--- config.mk ---
export PLATFORM = sky130hd
export DESIGN_NAME = pipelined_carry_select_adder
export DESIGN_NICKNAME = d
export VERILOG_FILES = /design/src/rtl/csa_pkg.sv /design/src/rtl/csa_block.sv /design/src/rtl/pipelined_carry_select_adder.sv
export SDC_FILE = /design/constraint.sdc
export NUM_CORES = 1
export LEC_CHECK = 0
export ABC_AREA = 1
export CAP_MARGIN = 20
export CORE_UTILIZATION = 50
export CTS_BUF_LIST = sky130_fd_sc_hd__clkbuf_8 sky130_fd_sc_hd__clkbuf_16
export DETAILED_ROUTE_END_ITERATION = 12
export HOLD_SLACK_MARGIN = 0.08
export PLACE_DENSITY = 0.73
export SLEW_MARGIN = 20
export SYNTH_ARGS = -nofsm -noshare
export SYNTH_HDL_FRONTEND = slang
export SYNTH_SLANG_ARGS = --single-unit
--- constraint.sdc ---
create_clock -name clk -period 4.7 [get_ports clk]
set_input_delay 0.47 -clock clk [delete_from_list [all_inputs] [get_ports clk]]
set_output_delay 0.47 -clock clk [all_outputs]
set_load 0.005 [all_outputs]
--- src/rtl/csa_pkg.sv ---
// Shared defaults and configuration helpers for the pipelined carry-select adder.
package csa_pkg;

  localparam int unsigned DefaultWidth          = 32;
  localparam int unsigned DefaultBlockW         = 4;
  localparam int unsigned DefaultBlocksPerStage = 2;

  function automatic int unsigned num_stages(input int unsigned width,
                                             input int unsigned block_w,
                                             input int unsigned blocks_per_stage);
    return width / (block_w * blocks_per_stage);
  endfunction

  function automatic bit cfg_ok(input int unsigned width,
                                input int unsigned block_w,
                                input int unsigned blocks_per_stage);
    return (width != 0) && (block_w != 0) && (blocks_per_stage != 0) &&
           ((width % (block_w * blocks_per_stage)) == 0);
  endfunction

endpackage

--- src/rtl/csa_block.sv ---
// One carry-select block: two ripple adders (carry-in 0 and 1) and a carry-driven select.
module csa_block #(
  parameter int unsigned BLOCK_W = 4
) (
  input  logic [BLOCK_W-1:0] a,
  input  logic [BLOCK_W-1:0] b,
  input  logic               cin,
  output logic [BLOCK_W-1:0] sum,
  output logic               cout
);

  logic [BLOCK_W-1:0] sum0, sum1;
  logic               c0, c1;

  always_comb begin
    c0   = 1'b0;
    c1   = 1'b1;
    sum0 = '0;
    sum1 = '0;
    for (int i = 0; i < int'(BLOCK_W); i++) begin
      sum0[i] = a[i] ^ b[i] ^ c0;
      sum1[i] = a[i] ^ b[i] ^ c1;
      c0      = (a[i] & b[i]) | (c0 & (a[i] ^ b[i]));
      c1      = (a[i] & b[i]) | (c1 & (a[i] ^ b[i]));
    end
    sum  = cin ? sum1 : sum0;
    cout = cin ? c1 : c0;
  end

endmodule

--- src/rtl/pipelined_carry_select_adder.sv ---
// Pipelined carry-select adder/subtractor with valid/ready flow control and bubble collapse.
// Define CSA_STATUS_EN to add registered zero and signed-overflow outputs.
module pipelined_carry_select_adder
  import csa_pkg::*;
#(
  parameter int unsigned WIDTH            = DefaultWidth,
  parameter int unsigned BLOCK_W          = DefaultBlockW,
  parameter int unsigned BLOCKS_PER_STAGE = DefaultBlocksPerStage
) (
  input  logic             clk,
  input  logic             rst_n,
  input  logic             in_valid,
  output logic             in_ready,
  input  logic [WIDTH-1:0] a,
  input  logic [WIDTH-1:0] b,
  input  logic             cin,
  input  logic             sub,
  output logic             out_valid,
  input  logic             out_ready,
  output logic [WIDTH-1:0] sum,
  output logic             cout
`ifdef CSA_STATUS_EN
  ,
  output logic             zero,
  output logic             ovf
`endif
);

  localparam int unsigned NUM_BLOCKS = WIDTH / BLOCK_W;
  localparam int unsigned NUM_STAGES = num_stages(WIDTH, BLOCK_W, BLOCKS_PER_STAGE);
  localparam int unsigned STAGE_W    = BLOCK_W * BLOCKS_PER_STAGE;
  localparam int unsigned LAST       = NUM_STAGES - 1;

  if (!cfg_ok(WIDTH, BLOCK_W, BLOCKS_PER_STAGE)) begin : g_bad_cfg
    $error("WIDTH must be a nonzero multiple of BLOCK_W*BLOCKS_PER_STAGE");
  end

  logic [NUM_STAGES-1:0]            v_q, c_q, ld;
  logic [NUM_STAGES-1:0]            st_vin, st_cin, st_cout;
  logic [NUM_STAGES-1:0][WIDTH-1:0] op_a, op_b, sum_in, sum_d;
  logic [NUM_STAGES-1:0][WIDTH-1:0] a_q, b_q, sum_q;
  logic [WIDTH-1:0]                 blk_sum;
  logic [NUM_BLOCKS-1:0]            blk_co;

  for (genvar s = 0; s < NUM_STAGES; s++) begin : g_stage
    localparam logic [WIDTH-1:0] SliceMask = WIDTH'({STAGE_W{1'b1}}) << (s * STAGE_W);

    if (s == 0) begin : g_first
      // Subtraction is a + ~b + 1; the inverted operand travels down the skew registers.
      assign op_a[s]   = a;
      assign op_b[s]   = sub ? ~b : b;
      assign st_cin[s] = sub | cin;
      assign st_vin[s] = in_valid;
      assign sum_in[s] = '0;
    end else begin : g_next
      assign op_a[s]   = a_q[s-1];
      assign op_b[s]   = b_q[s-1];
      assign st_cin[s] = c_q[s-1];
      assign st_vin[s] = v_q[s-1];
      assign sum_in[s] = sum_q[s-1];
    end

    for (genvar j = 0; j < BLOCKS_PER_STAGE; j++) begin : g_blk
      localparam int unsigned K = s * BLOCKS_PER_STAGE + j;
      logic blk_cin;
      if (j == 0) begin : g_cin_stage
        assign blk_cin = st_cin[s];
      end else begin : g_cin_chain
        assign blk_cin = blk_co[K-1];
      end
      csa_block #(.BLOCK_W(BLOCK_W)) u_blk (
        .a    (op_a[s][K*BLOCK_W +: BLOCK_W]),
        .b    (op_b[s][K*BLOCK_W +: BLOCK_W]),
        .cin  (blk_cin),
        .sum  (blk_sum[K*BLOCK_W +: BLOCK_W]),
        .cout (blk_co[K])
      );
    end

    assign st_cout[s] = blk_co[s*BLOCKS_PER_STAGE + BLOCKS_PER_STAGE - 1];
    // Slices above this stage are still zero, so OR-ing in the new slice is enough.
    assign sum_d[s]   = sum_in[s] | (blk_sum & SliceMask);
  end

  // Back-pressure ripples from the output; an empty stage always loads.
  always_comb begin
    logic down_ld;
    down_ld = out_ready;
    ld      = '0;
    for (int s = int'(NUM_STAGES) - 1; s >= 0; s--) begin
      down_ld = !v_q[s] || down_ld;
      ld[s]   = down_ld;
    end
  end

  always_ff @(posedge clk or negedge rst_n) begin
    if (!rst_n) begin
      v_q   <= '0;
      c_q   <= '0;
      sum_q <= '0;
      a_q   <= '0;
      b_q   <= '0;
    end else begin
      for (int s = 0; s < int'(NUM_STAGES); s++) begin
        if (ld[s]) begin
          v_q[s] <= st_vin[s];
        end
        if (ld[s] && st_vin[s]) begin
          c_q[s]   <= st_cout[s];
          sum_q[s] <= sum_d[s];
          a_q[s]   <= op_a[s];
          b_q[s]   <= op_b[s];
        end
      end
    end
  end

  assign in_ready  = ld[0];
  assign out_valid = v_q[LAST];
  assign sum       = sum_q[LAST];
  assign cout      = c_q[LAST];

  // The last stage's operand copies have no consumer.
  logic unused_ops;
  assign unused_ops = ^{a_q[LAST], b_q[LAST]};

`ifdef CSA_STATUS_EN
  logic zero_q, ovf_q, msb_carry;

  // Carry into the MSB recovered from the MSB sum bit and its operand bits.
  assign msb_carry = op_a[LAST][WIDTH-1] ^ op_b[LAST][WIDTH-1] ^ blk_sum[WIDTH-1];

  always_ff @(posedge clk or negedge rst_n) begin
    if (!rst_n) begin
      zero_q <= 1'b0;
      ovf_q  <= 1'b0;
    end else if (ld[LAST] && st_vin[LAST]) begin
      zero_q <= (sum_d[LAST] == '0);
      ovf_q  <= msb_carry ^ st_cout[LAST];
    end
  end

  assign zero = zero_q;
  assign ovf  = ovf_q;
`endif

endmodule

==> After elaboration in Yosys (flattened, before gate mapping) <==
Index checks and enable logic that the tools add are counted.
{ "totals": {"register_bits": 304, "inputBits": 70, "output_inout_bits": 35, "wordCells": 276} }
{ "classes": {"mux": 17, "bitwise_logic": 229, "reduce_logical": 12} }
{ "ops": {"columns": ["cell", "n"], "rows": [
  ["$and A1 B1 Y1", 80],
  ["$xor A1 B1 Y1", 80],
  ["$or A1 B1 Y1", 57],
  ["$mux W32", 1],
  ["$mux W4", 8],
  ["$not A32 Y32", 1],
  ["$or A32 B24 Y32", 1],
  ["$or A32 B32 Y32", 1],
  ["$or A8 B16 Y16", 1],
  ["$mux W1", 8],
  ["$not A1 Y1", 8],
  ["$logic_and A1 B1 Y1", 4],
  ["$logic_not A1 Y1", 4],
  ["$logic_or A1 B1 Y1", 4]
]} }

==> Logic depth before layout (Yosys ltp) <==
Gate-level depths: netlist (run 1).
{ "logic_depth": {"depth_word": 12, "mapped_depth": 19, "depth_no_buf": 17} }

==> Modules after synthesis <==
A second synthesis (run 1) with hierarchy kept.
{ "hier_totals": {"hier_cells": 1016, "hier_area_um2": 8763.4} }
{ "by_module_without_submodules": {"columns": ["mod", "n_inst", "cells_each", "area_each_um2"], "rows": [
  ["pipelined_carry_select_adder", 1, 832, 7532.2],
  ["csa_block", 8, 23, 153.9]
]} }

==> Least setup slack after synthesis (run 1) <==
Ideal clock, no wire load.
{ "synth_path": {"kind": "in2reg", "from": "in sub", "to": "reg sum_q (netlist bit sum_in[39])", "setup_ps": 117, "t_arrival_ps": 3631, "required_ps": 4583, "setup_slack_ps": 952, "cell_stages": 19, "path_buffers": 2, "path_cell_list": "buf_2 > buf_2 > xnor2_1 > ha_1 > nand2_1 > o21ai_0 > fa_1 > fa_1 > inv_1 > fa_1 > nor2_1 > a21oi_1 > fa_1 > inv_1 > fa_1 > inv_1 > fa_1 > nand3_1 > nand2_1"} }
{ "synth_via": {"elab_chain_cells": 11} }
{ "synth_rtl": {"columns": ["element", "line_no", "source"], "rows": [
  ["from (decl)", "pipelined_carry_select_adder.sv:17", "input logic sub,"],
  ["$mux W32", "pipelined_carry_select_adder.sv:51", "assign op_b[s] = sub ? ~b : b;"],
  ["$and A1 B1 Y1 or $xor A1 B1 Y1 (tied branches)", "csa_block.sv:23, csa_block.sv:24", null],
  ["$or A1 B1 Y1", "csa_block.sv:24", "c1 = (a[i] & b[i]) | (c1 & (a[i] ^ b[i]));"],
  ["$and A1 B1 Y1", "csa_block.sv:24", null],
  ["$or A1 B1 Y1", "csa_block.sv:24", null],
  ["$and A1 B1 Y1", "csa_block.sv:24", null],
  ["$or A1 B1 Y1", "csa_block.sv:24", null],
  ["$and A1 B1 Y1", "csa_block.sv:24", null],
  ["$or A1 B1 Y1", "csa_block.sv:24", null],
  ["$mux W1", "csa_block.sv:27", "cout = cin ? c1 : c0;"],
  ["$mux W4 (*)", "csa_block.sv:26", "sum = cin ? sum1 : sum0;"],
  ["via blk_sum[7]", "pipelined_carry_select_adder.sv:42", "logic [WIDTH-1:0] blk_sum;"],
  ["to (signal, indexed assignment)", "pipelined_carry_select_adder.sv:110", "sum_q[s] <= sum_d[s];"],
  ["to (decl)", "pipelined_carry_select_adder.sv:41", "logic [NUM_STAGES-1:0][WIDTH-1:0] a_q, b_q, sum_q;"]
]} }
The timed path passes the listed nets; every way through them passes the cells marked *.
A chain may end at the register's enable or synchronous reset.

==> Worst setup path after layout (run 1) <==
{ "layout_path": {"from": "reg a_q[8] (netlist bit)", "to": "reg sum_q (netlist bit sum_in[79])"} }
{ "layout_via": {"elab_chain_cells": 11} }
{ "layout_rtl": {"columns": ["element", "line_no", "source"], "rows": [
  ["from (decl)", "pipelined_carry_select_adder.sv:41", null],
  ["from (signal, indexed assignment)", "pipelined_carry_select_adder.sv:111", "a_q[s] <= op_a[s];"],
  ["$and A1 B1 Y1 or $xor A1 B1 Y1 (tied branches)", "csa_block.sv:23, csa_block.sv:24", null],
  ["$or A1 B1 Y1", "csa_block.sv:24", null],
  ["$and A1 B1 Y1", "csa_block.sv:24", null],
  ["$or A1 B1 Y1", "csa_block.sv:24", null],
  ["$and A1 B1 Y1", "csa_block.sv:24", null],
  ["$or A1 B1 Y1", "csa_block.sv:24", null],
  ["$and A1 B1 Y1", "csa_block.sv:24", null],
  ["$or A1 B1 Y1", "csa_block.sv:24", null],
  ["$mux W1 (*)", "csa_block.sv:27", null],
  ["$mux W4 (*)", "csa_block.sv:26", null],
  ["$or A8 B16 Y16 (*)", "pipelined_carry_select_adder.sv:82", "assign sum_d[s] = sum_in[s] | (blk_sum & SliceMask);"]
]} }
Mark *: on every way between the ends. The rest lies on a longest branch, timed or not.

==> metrics, run 1 <==
reg2reg start=a_q[8]; Yosys warning total=0; maximum clock insertion buffer count=2; Clock Latency Late Sink=0.43 ns; Top-Level Pins=105; Fin. Hold Viols=0; sw frac=33.6%; post_cts resized=0; DRT antenna net count=0; Post-synth EDFFs=0; Overall Global Routing Usage=21.0%; status=completed; Worst EP arrival=4.07 ns; WP data required=5.04 ns; via density per instance=4.89; dpl hpwl=10700 microns; Max Freq=268 MHz; clock-pin transition on the worst setup and hold timing paths=0.06 ns; Iteration-0 DRC Markers=448; area grow syn2layout=21.3%; GR Overflow Total=0; mapped cell area=8300 sq um; first-pass GRT wire length=28000 microns; CTS root buf=clkbuf_16; largest net degree at the start of global routing=116; Pre-antenna DRT Iters=5; placement row count=46; Pint=3860 uW; Cell variety after synth=20; count leader, synth=nand2_1; CTS Hold Bufs=0; total CTS buffers=17; worst hold path type=in -> async; Seq pwr share=43.0%; # setup viols final=0; flop and latch count out of synthesis=184; Top FF cell, synth=dfrtp_1; initial antenna violation count=0; Max-slew headroom=30.3%; R2R depth=13; vias in the first global route=5677; Critical Path Start Type=flop; dpl cell area=9420 sq um; Post-Synthesis Cells=909; TritonCTS clock tree=built; fraction of registers with async set/reset=100%; clock share of power=25.8%; share of layout cells above drive strength 1=4.98%; Final period util=79.3%; cell area after layout=10100 sq um; chip width=131 microns; Worst Skew=0.00696 ns; wire length per cell=13.3 microns; drt total wl=16200 microns; gpl congestion=0.773; Crit. End Element=flop; R2R Setup Slk=0.97 ns; Die Y=131 microns; H-tree Lvls=4; Peak VDD IR=0.378 mV; unrepaired setup endpoints after global routing=false; synth top area cells=dfrtp_1, nand2_1, nand3_1; Setup Crit Path Kind=reg -> reg; Setup Fix Bufs, Post-CTS=0; Power Density=578 nW/um^2; setup slack at placement=0.667 ns; via count=5963; Die ar.=17100 sq um; commonest cells in the synthesized netlist=nand2_1, dfrtp_1, nand3_1; leading area contributor after synthesis=dfrtp_1; crit path time final=3.73 ns; Final TNS setup=0 ns; worst-path fanout max=3; Tightest Pin Transition=1.04 ns; syn avg cell area=9.13 sq um; share of the synthesized area in the top cell type=55.5%; register area share after synthesis=55.5%; DR DRC count=0; core area=16100 sq um; power share of the combinational group=31.2%; Lkg Pwr=0.00520 uW; worst r2r dst=sum_in[79]; slack of the critical path=0.974 ns; initial core utilization=51.7%; syn nets=1019; Sw Pwr=1960 uW; Port Buf Inserts=104; max-slew violations=0; max cap viols=0; antenna fix cells=0; clock sinks=184; nets=1101
[cells in the final DEF, fill, tap and decap left out]
cell type / Yosys / routed
a21oi_1: 7 / 7
buf_12: 0 / 1
buf_2: 32 / 2
buf_4: 2 / 9
bufinv_16: 0 / 4
clkbuf_16: 0 / 17
clkbuf_8: 0 / 3
clkdlybuf4s50_1: 0 / 101
clkinv_2: 0 / 4
clkinv_4: 0 / 1
clkinvlp_4: 0 / 2
dfrtp_1: 184 / 184
fa_1: 24 / 24
ha_1: 16 / 16
inv_1: 39 / 40
inv_2: 2 / 2
inv_6: 0 / 1
nand2_1: 413 / 412
nand2_2: 0 / 1
nand3_1: 104 / 104
nand4_2: 1 / 1
nor2_1: 7 / 7
nor2_2: 1 / 1
nor2_4: 1 / 1
o21ai_0: 20 / 20
xnor2_1: 11 / 11
xor2_1: 28 / 28
[power groups by stage]
| stage | clock, uW | combinational, uW | sequential, uW |
|---|---|---|---|
| after floorplan | 0 | 1180 | 2450 |
| after global placement | 0 | 1750 | 2500 |
| after detailed placement | 0 | 1820 | 2530 |
| after CTS | 1520 | 1840 | 2500 |
| after global routing | 1590 | 2110 | 2580 |
| final | 1500 | 1810 | 2500 |
[worst max-delay path, cell delays in order (launching register included)]
cell and delay [ns]:
dfrtp_1 0.41, ha_1 0.22, nor2_1 0.09, a21oi_1 0.08
fa_1 0.45, fa_1 0.39, fa_1 0.43, nor2_1 0.13
a21oi_1 0.07, fa_1 0.39, fa_1 0.37, inv_1 0.07
fa_1 0.39, o21ai_0 0.15
[metrics by stage]
stage | util [%] | hold WS, ns | std cells | power (uW)
after floorplan | - | 0.174 | 909 | 3630
after global placement | 58.6 | 0.452 | 1187 | 4250
after detailed placement | 58.6 | 0.456 | 1187 | 4350
after CTS | 62.6 | 0.239 | 1219 | 5870
after global routing | 62.7 | 0.238 | 1220 | 6270
final | 62.7 | 0.130 | 1220 | 5820
[sequential cells by signal (all words and copies together) (netlist names)]
signal	flops
a_q	48
b_q	48
c_q	4
sum	32
sum_in	48
v_q	4
[worst max path at each step]
stage / start / to / slack [ns] / depth (start not counted)
final: a_q[8] / sum_in[79] / 0.97 / 13
after global placement: b[0] / sum_in[39] / 0.77 / 18
after detailed placement: b[0] / sum_in[39] / 0.67 / 18
after CTS: a_q[8] / sum_in[79] / 0.99 / 13
after floorplan: sub / sum_in[39] / 0.95 / 19
after global routing: a_q[8] / sum_in[79] / 0.74 / 13
[logic make-up (layout without fill, tap and decap cells)]
logic type,after synthesis,in the layout,share of synthesized area [%]
XOR/XNOR,39,39,4.12
flip-flops,184,184,55.5
AND/OR/NAND/NOR,527,527,25.6
adder cells (fa/ha/maj),40,40,8.20
AO/OA/AOI/OAI,27,27,1.63
buffers and inverters,92,187,4.92
[metal layers]
metal / part of all wire (%) / global-route usage (%) / vias to the layer above / wire [microns]
met1: 51 / 31.5 / 2833 / 8260
met2: 44 / 30.8 / 133 / 7150
li1: - / - / 2978 / -
met4: 1.3 / 6.96 / 0 / 204
met3: 3.8 / 3.95 / 19 / 623
met5: 0 / 0 / - / 0
[cell type report]
class | count | area [sq um]
fillers | 1394 | 5990
flip-flops and latches | 184 | 4600
multi-input cells | 633 | 3290
repair buffers | 114 | 1120
clock buffers | 19 | 453
well taps | 216 | 270
clock inverters | 13 | 176
inverters | 41 | 154
(Power assumes the default switching activity.)
==> run 2: changes to the inputs <==
PLACE_DENSITY = 0.76   (was 0.73)
clock period = 3.1 ns   (was 4.7 ns; I/O delays follow)
==> metrics, run 2 (same netlist as run 1, synthesis figures left out) <==
maximum clock insertion buffer count=2 (unchanged); Top-Level Pins=105 (unchanged); DRT antenna net count=0 (unchanged); initial antenna violation count=0 (unchanged); met1 Use GR=30.7% (was 31.5%); crit path time final=3.44 ns (was 3.73 ns); Worst EP arrival=3.78 ns (was 4.07 ns); Lkg Pwr=0.00526 uW (was 0.00520 uW); crit path to=sum_in[79] (unchanged); R2R depth=13 (unchanged); met2 GRT Util=32.3% (was 30.8%); # setup viols final=7 (was 0); Crit. End Element=flop (unchanged); largest net degree at the start of global routing=89 (was 116); grt met3 use=4.03% (was 3.95%); Seq pwr share=43.0% (about the same); core area=16100 sq um (unchanged); dpl cell area=9640 sq um (was 9420 sq um); placement row count=46 (unchanged); most common cell after layout, fill and taps aside=nand2_1 (unchanged); Setup Crit Path Kind=reg -> reg (unchanged); worst hold path type=in -> reg (was in -> async); status=finished, violations left (was completed); DR DRC count=0 (unchanged); Sw Pwr=3140 uW (was 1960 uW); clock share of power=22.4% (was 25.8%); gpl congestion=0.781 (was 0.773); dpl hpwl=11200 microns (was 10700 microns); # placed instances=1205 (was 1187); Final TNS setup=-0.957 ns (was 0 ns); Max-slew headroom=46.4% (was 30.3%); Overall Global Routing Usage=21.0% (about the same); H-tree Lvls=4 (unchanged); Fin. Hold Viols=0 (unchanged); Max Freq=291 MHz (was 268 MHz); Die Y=131 microns (unchanged); Clock Latency Late Sink=0.42 ns (was 0.43 ns); overall power=8920 uW (was 5820 uW); CTS root buf=clkbuf_16 (unchanged); TritonCTS clock tree=built (unchanged); WP data required=3.44 ns (was 5.04 ns); max cap viols=0 (unchanged); slack of the critical path=-0.336 ns (was 0.974 ns); via density per instance=4.86 (was 4.89); cell area after layout=10400 sq um (was 10100 sq um); power share of the combinational group=34.6% (was 31.2%); share of layout cells above drive strength 1=13.2% (was 4.98%); Port Buf Inserts=104 (unchanged); worst r2r dst=sum_in[79] (unchanged); Final period util=111% (was 79.3%); via count=6026 (was 5963); Iteration-0 DRC Markers=527 (was 448); Critical Path Start Type=flop (unchanged); worst-path fanout max=3 (unchanged); unrepaired setup endpoints after global routing=true (was false); Pre-antenna DRT Iters=4 (was 5); Die ar.=17100 sq um (unchanged); Tightest Pin Transition=0.804 ns (was 1.04 ns); Pint=5780 uW (was 3860 uW); global route hottest layer=met2 (was met1); drt total wl=16800 microns (was 16200 microns); Non-Filler Instances=1239 (was 1220); clock sinks=184 (unchanged); first-pass GRT wire length=27700 microns (was 28000 microns); area grow syn2layout=25.1% (was 21.3%); Peak VDD IR=0.535 mV (was 0.378 mV); initial core utilization=51.7% (unchanged); Power Density=860 nW/um^2 (was 578 nW/um^2); worst hold margin=0.400 ns (was 0.130 ns); R2R Setup Slk=-0.34 ns (was 0.97 ns); failing checks=negative setup slack; clock-pin transition on the worst setup and hold timing paths=0.07 ns (was 0.06 ns); reg2reg start=b_q[8] (was a_q[8]); Worst Skew=0.00831 ns (was 0.00696 ns); nets=1121 (was 1101); vias in the first global route=5716 (was 5677); wire length per cell=13.5 microns (was 13.3 microns); most frequent cells in the layout=nand2_1, dfrtp_1, nand3_1 (unchanged); total CTS buffers=17 (unchanged); sw frac=35.2% (was 33.6%); GR Overflow Total=0 (unchanged); Crit. Startpoint=b_q[8] (was a_q[8]); max-slew violations=0 (unchanged); antenna fix cells=0 (unchanged); chip width=131 microns (unchanged)
-- run 2: cell count changes in the layout (fill, tap and decap cells not counted), sizes merged --
cell and change:
buf +21, clkbuf +1, clkdlybuf4s50 -4, inv -1, dlymetal6s2s +1, dlygate4sd3 +1
clkinvlp +2, clkdlybuf4s15 +1, bufinv -4, dlygate4sd2 +1
-- run 2: final cells by class --
| type | instances | area, sq um |
|---|---|---|
| Clock buffer | 21 | 480 |
| Clock inverter | 10 | 73.8 |
| Fill cell | 1288 | 5680 |
| Inverter | 41 | 154 |
| Multi-Input combinational cell | 633 | 3500 |
| Sequential cell | 184 | 4600 |
| Tap cell | 216 | 270 |
| Timing Repair Buffer | 134 | 1290 |
-- run 2: per-stage QoR --
stage / setup slack (ns) / util [%]
after floorplan: -0.301 / -
after global placement: -0.560 / 60.0
after detailed placement: -0.671 / 60.0
after CTS: -0.287 / 64.0
after global routing: -0.415 / 64.6
final: -0.336 / 64.6
-- run 2: repair_timing --
item / CTS / global route
buffers inserted: 0 / 2
hold buffers: 1 / 0
resized for setup: 38 / 23
setup endpoints to repair: 10 / 10
hold endpoints to repair: 84 / 0
pin swaps: 26 / 24
-- run 2: power groups by stage --
stage	logic (uW)	registers (uW)	clock network, uW
final	3090	3840	2000
after global routing	3500	3950	2100
after CTS	3000	3830	2020
after detailed placement	2870	3850	0
after global placement	2760	3810	0
after floorplan	1840	3720	0
-- run 2: layer usage --
metal	wire length, microns	share of wire, %
met5	0	0
met4	167	1.0
met3	755	4.5
met2	7730	46
met1	8100	48
-- run 2: worst min-delay path by stage --
stage | from | end | slack [ns] | cells past startpoint
after floorplan | rst_n | a_q[10] | 0.01 | 0
after global placement | rst_n | c_q[0] | 0.43 | 1
after detailed placement | rst_n | b_q[8] | 0.42 | 1
after CTS | in_valid | a_q[29] | 0.39 | 3
after global routing | sub | sum_in[32] | 0.42 | 7
final | in_valid | a_q[29] | 0.40 | 3
-- run 2: critical path, cell delays in order, from the launching register on --
cell	delay, ns
dfrtp_1	0.40
ha_2	0.21
nor2_4	0.09
a21oi_2	0.05
fa_2	0.35
fa_2	0.36
fa_2	0.36
nor2_2	0.13
a21oi_2	0.04
fa_2	0.34
fa_2	0.35
inv_2	0.06
fa_2	0.44
o21ai_2	0.15
